===== src/rtl/roi_pkg.sv =====
// rtl/roi_pkg.sv - coordinate field positions, FSM state type and corner normalisation for roi_crop_axis
package roi_pkg;

    localparam int X_LSB   = 16;
    localparam int Y_LSB   = 0;
    localparam int COORD_W = 16;

    typedef enum logic {
        IDLE   = 1'b0,
        ACTIVE = 1'b1
    } roi_state_e;

    typedef struct packed {
        logic [COORD_W-1:0] xmin;
        logic [COORD_W-1:0] xmax;
        logic [COORD_W-1:0] ymin;
        logic [COORD_W-1:0] ymax;
    } roi_bounds_t;

    // Corners may be given in any order; bounds are inclusive.
    function automatic roi_bounds_t roi_normalise(
        input logic [COORD_W-1:0] x0,
        input logic [COORD_W-1:0] x1,
        input logic [COORD_W-1:0] y0,
        input logic [COORD_W-1:0] y1
    );
        roi_bounds_t b;
        b.xmin = (x0 < x1) ? x0 : x1;
        b.xmax = (x0 < x1) ? x1 : x0;
        b.ymin = (y0 < y1) ? y0 : y1;
        b.ymax = (y0 < y1) ? y1 : y0;
        return b;
    endfunction

endpackage


===== src/rtl/roi_axis_reg.sv =====
// rtl/roi_axis_reg.sv - one-deep registered stream output stage with ready/valid handshake
module roi_axis_reg #(
    parameter int W = 24
) (
    input  logic         clk_i,
    input  logic         arst_i,
    input  logic         i_load,
    input  logic [W-1:0] i_tdata,
    input  logic         i_tuser,
    input  logic         i_tlast,
    output logic         o_tready,
    output logic         o_tvalid,
    output logic [W-1:0] o_tdata,
    output logic         o_tuser,
    output logic         o_tlast,
    input  logic         i_tready
);

    logic         r_tvalid;
    logic [W-1:0] r_tdata;
    logic         r_tuser;
    logic         r_tlast;

    assign o_tready = !r_tvalid || i_tready;
    assign o_tvalid = r_tvalid;
    assign o_tdata  = r_tdata;
    assign o_tuser  = r_tuser;
    assign o_tlast  = r_tlast;

    // i_load is only raised on an accepted beat, so it never arrives while stalled.
    always_ff @(posedge clk_i or negedge arst_i) begin
        if (!arst_i) begin
            r_tvalid <= 1'b0;
            r_tdata  <= '0;
            r_tuser  <= 1'b0;
            r_tlast  <= 1'b0;
        end else if (o_tready) begin
            r_tvalid <= i_load;
            if (i_load) begin
                r_tdata <= i_tdata;
                r_tuser <= i_tuser;
                r_tlast <= i_tlast;
            end
        end
    end

endmodule


===== src/rtl/roi_crop_axis.sv =====
// rtl/roi_crop_axis.sv - crops a raster video stream to a latched rectangle, with bypass and error flag
module roi_crop_axis
    import roi_pkg::*;
#(
    parameter int CH    = 3,
    parameter int BIT_D = 8,
    parameter int BIT_C = 32,
    parameter int X_W   = 11,
    parameter int Y_W   = 10
) (
    input  logic                clk_i,
    input  logic                arst_i,
    input  logic [CH*BIT_D-1:0] tdata_i,
    input  logic                tvalid_i,
    output logic                tready_o,
    input  logic                tuser_i,
    input  logic                tlast_i,
    input  logic [BIT_C-1:0]    xy_0_i,
    input  logic [BIT_C-1:0]    xy_1_i,
    input  logic                bypass_i,
    output logic [CH*BIT_D-1:0] tdata_o,
    output logic                tvalid_o,
    input  logic                tready_i,
    output logic                tuser_o,
    output logic                tlast_o,
    output logic                roi_err_o
);

    localparam int DW = CH * BIT_D;

    roi_state_e     r_state;
    logic [X_W-1:0] r_x_cnt, r_xmin, r_xmax;
    logic [Y_W-1:0] r_y_cnt, r_ymin, r_ymax;
    logic           r_first;
    logic           r_err;

    logic           w_tready, w_accept, w_sof, w_active;
    roi_bounds_t    w_new;
    logic [X_W-1:0] w_cx, w_xmin, w_xmax;
    logic [Y_W-1:0] w_cy, w_ymin, w_ymax;
    logic           w_in_x, w_in_y, w_fwd;
    logic           w_out_user, w_out_last;
    logic           w_short_line, w_short_frame;
    logic           w_unused;

    assign tready_o = w_tready;
    assign w_accept = tvalid_i && w_tready;
    assign w_sof    = w_accept && tuser_i;
    assign w_active = w_sof || (r_state == ACTIVE);

    assign w_new = roi_normalise(COORD_W'(xy_0_i[X_LSB +: X_W]), COORD_W'(xy_1_i[X_LSB +: X_W]),
                                 COORD_W'(xy_0_i[Y_LSB +: Y_W]), COORD_W'(xy_1_i[Y_LSB +: Y_W]));
    assign w_unused = ^{xy_0_i, xy_1_i, w_new};

    // The SOF beat is pixel (0,0) of the new frame and is judged against the new bounds.
    assign w_cx   = w_sof ? '0 : r_x_cnt;
    assign w_cy   = w_sof ? '0 : r_y_cnt;
    assign w_xmin = w_sof ? w_new.xmin[X_W-1:0] : r_xmin;
    assign w_xmax = w_sof ? w_new.xmax[X_W-1:0] : r_xmax;
    assign w_ymin = w_sof ? w_new.ymin[Y_W-1:0] : r_ymin;
    assign w_ymax = w_sof ? w_new.ymax[Y_W-1:0] : r_ymax;

    assign w_in_x = (w_cx >= w_xmin) && (w_cx <= w_xmax);
    assign w_in_y = (w_cy >= w_ymin) && (w_cy <= w_ymax);
    assign w_fwd  = w_accept && w_active && (bypass_i || (w_in_x && w_in_y));

    assign w_out_user = bypass_i ? tuser_i : (w_sof || r_first);
    assign w_out_last = bypass_i ? tlast_i : (tlast_i || (w_cx == w_xmax));

    assign w_short_line  = w_accept && w_active && tlast_i && w_in_y && (w_cx < w_xmax);
    assign w_short_frame = w_sof && (r_state == ACTIVE) && (r_y_cnt <= r_ymax);

    always_ff @(posedge clk_i or negedge arst_i) begin
        if (!arst_i) begin
            r_state <= IDLE;
            r_x_cnt <= '0;
            r_y_cnt <= '0;
            r_xmin  <= '0;
            r_xmax  <= '0;
            r_ymin  <= '0;
            r_ymax  <= '0;
            r_first <= 1'b0;
            r_err   <= 1'b0;
        end else begin
            if (w_sof) begin
                r_state <= ACTIVE;
                r_xmin  <= w_xmin;
                r_xmax  <= w_xmax;
                r_ymin  <= w_ymin;
                r_ymax  <= w_ymax;
                r_first <= !w_fwd;
            end else if (w_fwd) begin
                r_first <= 1'b0;
            end

            if (w_accept && w_active) begin
                if (tlast_i) begin
                    r_x_cnt <= '0;
                    r_y_cnt <= (&w_cy) ? w_cy : w_cy + Y_W'(1);
                end else begin
                    r_x_cnt <= (&w_cx) ? w_cx : w_cx + X_W'(1);
                    r_y_cnt <= w_cy;
                end
            end

            // A short-frame event belongs to the frame being closed, so the SOF clear wins.
            if (w_sof) begin
                r_err <= 1'b0;
            end else if (w_short_line || w_short_frame) begin
                r_err <= 1'b1;
            end
        end
    end

    assign roi_err_o = r_err;

    roi_axis_reg #(
        .W(DW)
    ) u_out_reg (
        .clk_i    (clk_i),
        .arst_i   (arst_i),
        .i_load   (w_fwd),
        .i_tdata  (tdata_i),
        .i_tuser  (w_out_user),
        .i_tlast  (w_out_last),
        .o_tready (w_tready),
        .o_tvalid (tvalid_o),
        .o_tdata  (tdata_o),
        .o_tuser  (tuser_o),
        .o_tlast  (tlast_o),
        .i_tready (tready_i)
    );

endmodule


===== config.mk =====
export PLATFORM = sky130hd
export DESIGN_NAME = roi_crop_axis
export DESIGN_NICKNAME = d
export VERILOG_FILES = /design/src/rtl/roi_pkg.sv /design/src/rtl/roi_axis_reg.sv /design/src/rtl/roi_crop_axis.sv
export SDC_FILE = /design/constraint.sdc
export NUM_CORES = 1
export LEC_CHECK = 0
export ABC_AREA = 0
export CAP_MARGIN = 30
export CORE_MARGIN = 5
export CORE_UTILIZATION = 59
export DETAILED_ROUTE_END_ITERATION = 12
export GPL_TIMING_DRIVEN = 0
export PLACE_DENSITY = 0.86
export RECOVER_POWER = 50
export SLEW_MARGIN = 20
export SYNTH_ARGS = -nofsm -noshare
export SYNTH_HDL_FRONTEND = slang
export SYNTH_SLANG_ARGS = --single-unit

===== constraint.sdc =====
create_clock -name clk_i -period 5.31 [get_ports clk_i]
set_input_delay 0.7965 -clock clk_i [delete_from_list [all_inputs] [get_ports clk_i]]
set_output_delay 0.7965 -clock clk_i [all_outputs]
set_load 0.005 [all_outputs]

==> results.md <==
* Post-Synth Adder-Cell Area at 0.108
* GRT overflow at 0
* R2R setup slack at 0.92 ns
* Fin Clk Skew at 0.00774 ns
* Routed len/inst at 19.2 um
* Req. time, crit path at 5.60 ns
* Async SR Flop Fraction at 1.00
* All-layer global routing usage at 0.304
* Die Height at 121 um
* DIE AREA at 14700 um2
* Crit-path max FO at 10
* Routed Antenna Nets at 0
* Clock Sinks at 93
* Simple-gate share of the synthesized area at 0.250
* Largest net degree at the start of global routing at 68
* RSZ-0062 raised after global routing: no
* FMAX at 0.198 GHz
* Primary FF master, synth: dfrtp_1
* Power per cell area at 271 nW/um2
* Final Hold Fails at 0
* Critical path type: in2reg
* RR Startpoint: u_out_reg.o_tvalid$_DFFE_PN0N_
* Peak VDD IR at 0.140 mV
* Clock latency on the worst-skew pair at 0.35 ns
* Worst-path cell chain: clkdlybuf4s50_1, inv_1, ha_1, a21o_1, a21oi_1, o211ai_1, and2_1, clkbuf_1, clkbuf_1, o211a_1, ha_1, a211oi_1, nor2_1, or3_1, o22ai_2, buf_4, buf_2, a221oi_1, nand3_1
* Period minus WS final at 5.05 ns
* Syn avg cell area at 8.47 um2
* Number of I/O pins at 124
* Startpoint types: input port
* Via density at 6.54
* Yosys Warn Count at 0
* Vias at 7481
* Bufs on Longest Clock Path at 2
* Max incr delay on CP at 0.51 ns
* Lkg Pwr at 3.76 nW
* Mux share of post-synthesis cell area at 0.00430
* Syn_nets at 1018
* Family with the most delay on the worst path: compound AO/OA/AOI/OAI gates
* Die W at 121 um
* Largest family of logic cells by synthesized area: compound AO/OA/AOI/OAI gates
* Syn-to-layout area delta at 21.1%
* Period utilisation layout at 0.951
* Initial drt markers at 863
* CTS root buffer: clkbuf_16
* Crit path buffers/inverters at 6
* Critical Path End: u_out_reg.o_tdata[21]$_DFFE_PN0P_
* Compound-gate portion of the synthesized area at 0.253
* Count of state elements after synthesis at 93
* Port Buf Inserts at 101
* Hold buffer count at cts at 0
* Failing checks: max-capacitance violations, max-slew violations
* Syn Inst Count at 860
* Core ar. at 12100 um2
* CP endpoint kind: register
* R2R Path End: u_out_reg.o_tdata[21]$_DFFE_PN0P_
* Worst-path clk slew at 0.07 ns
* Post-Syn Area at 7280 um2
* Max cap viols at 2
* PnR Total Power at 2.39 mW
* Least-Margin Pin Slew at 1.69 ns
* Final Net Count at 1131
* Min Hold Slack at 0.486 ns
* Cts bufs inserted at 9
* Relative slew slack at -0.128
* Sequential share of the synthesized area at 0.320
* Vias in the first global route at 7449
* Setup violators final at 0
* Crit path launch: xy_1_i[8]
* Detailed Route WL at 22.0 mm
* Detail Placement HPWL at 16.2 mm
* Cell variety after synth at 64
* Slowest-stage cell, CP: clkdlybuf4s50_1
* CTS tree: yes
* Drc violations at 0
* First-pass GRT wire length at 36.0 mm
* XOR/XNOR Fraction of Synth Area at 0.00601
* # diodes at 0
* H-tree depth at 3
* WP depth at 19
* Layout cell share with drive strength beyond 1 at 0.0615
* Drt pass-1 iters at 5
* Cell row count at 40
* R2R cell count at 17
* Post-synth EDFFs at 0
* Worst min path class: reg2reg
* Outcome: finished, violations left
* Initial Utilization at 0.604
* Max-slew violations at 96
* WP data arrival at 5.34 ns
* Global placer's final weighted congestion at 0.950
* Initial antenna violation count at 0
## worst min path at each step
stage	slack, ns	start	depth (start not counted)	endpoint
after floorplan	0.45	r_x_cnt[4]$_DFFE_PN0P_	1	r_x_cnt[4]$_DFFE_PN0P_
after global placement	0.48	r_x_cnt[4]$_DFFE_PN0P_	1	r_x_cnt[4]$_DFFE_PN0P_
after detailed placement	0.48	r_x_cnt[4]$_DFFE_PN0P_	1	r_x_cnt[4]$_DFFE_PN0P_
after CTS	0.32	arst_i	1	u_out_reg.o_tdata[15]$_DFFE_PN0P_
after global routing	0.51	r_ymax[3]$_DFFE_PN0P_	2	r_ymax[3]$_DFFE_PN0P_
final	0.49	r_x_cnt[4]$_DFFE_PN0P_	1	r_x_cnt[4]$_DFFE_PN0P_
## synthesized netlist by cell type (18+ instances only)
library cell | number | share of area
dfrtp_1 | 93 | 0.32
nand2_1 | 84 | 0.043
o21ai_0 | 64 | 0.044
ha_1 | 63 | 0.11
nand3_1 | 56 | 0.038
clkbuf_1 | 39 | 0.020
nor2_1 | 39 | 0.020
inv_1 | 31 | 0.016
nand4_1 | 31 | 0.027
and3_1 | 30 | 0.026
nor2b_1 | 28 | 0.024
a221oi_1 | 26 | 0.031
a31oi_1 | 26 | 0.022
a21oi_1 | 25 | 0.017
o211ai_1 | 25 | 0.026
or4_1 | 24 | 0.025
o211a_1 | 20 | 0.027
and2_1 | 18 | 0.015
## stage by stage
step / util / cells / cell area [um2] / setup TNS (ns) / worst slack, ns
6_report: 0.731 / 1144 / 8810 / 0 / 0.262
5_1_grt: 0.731 / 1144 / 8810 / 0 / 0.0167
4_1_cts: 0.733 / 1144 / 8840 / 0 / 0.384
3_5_place_dp: 0.707 / 1130 / 8530 / 0 / 0.0464
3_3_place_gp: 0.705 / 1129 / 8500 / -20.99 / -0.233
2_1_floorplan: - / 860 / 7280 / 0 / 1.14
## sequential cells by signal (all words and copies together), names as in the netlist
| register | flops |
|---|---|
| u_out_reg.o_tdata | 24 |
| r_x_cnt | 11 |
| r_xmax | 11 |
| r_xmin | 11 |
| r_y_cnt | 10 |
| r_ymax | 10 |
| r_ymin | 10 |
| r_first | 1 |
| r_state | 1 |
| roi_err_o | 1 |
| u_out_reg.o_tlast | 1 |
| u_out_reg.o_tuser | 1 |
| u_out_reg.o_tvalid | 1 |
## metal layers
layer	up-vias	wire (um)	global-route usage
met5	-	0	0
met4	0	571	0.142
met3	45	1880	0.0648
met2	404	10200	0.484
met1	3540	9350	0.394
li1	3492	-	-
## logic make-up (layout without fill, tap and decap cells)
group                      Yosys count  in the layout
xor gates and xnor gates             5              5
AOI/OAI and AO/OA                  258            258
DFF                                 93             93
and+or+nand+nor                    339            339
buffers and inverters               99            215
muxes                                3              3
adders and majority gates           63             63
## layout by cell type (no fill, tap or decap), drive strengths merged, types with 5 or more instances in the layout
master / n
a211oi: 7
a21o: 8
a21oi: 26
a221oi: 26
a31o: 20
a31oi: 27
and2: 18
and3: 30
buf: 28
clkbuf: 52
clkdlybuf4s50: 86
dfrtp: 93
dlygate4sd3: 14
ha: 63
inv: 31
nand2: 84
nand2b: 9
nand3: 57
nand4: 32
nor2: 39
nor2b: 28
nor3: 8
o211a: 20
o211ai: 25
o21ai: 69
or4: 24
xnor2: 5
## power breakdown
| group | total (mW) | switching [mW] | internal [mW] |
|---|---|---|---|
| registers | 0.874 | 0.0563 | 0.818 |
| clock network | 0.704 | 0.283 | 0.420 |
| logic | 0.809 | 0.451 | 0.357 |
| total | 2.39 | 0.791 | 1.60 |
## layout make-up
class                           count  area, um2
Clock buffer                       10        239
Multi-Input combinational cell    668       4530
Clock inverter                      4       73.8
Inverter                           31        116
Timing Repair Buffer              102       1010
Sequential cell                    93       2330
Fill cell                         928       3250
Buffer                             68        308
Tap cell                          168        210
## repair_timing
item                       in CTS  in global routing
hold endpoints to repair        0                  0
resized for setup               0                  2
buffers inserted                0                  0
setup endpoints to repair       0                  4
No activity file was read; power rests on OpenSTA's default activity.
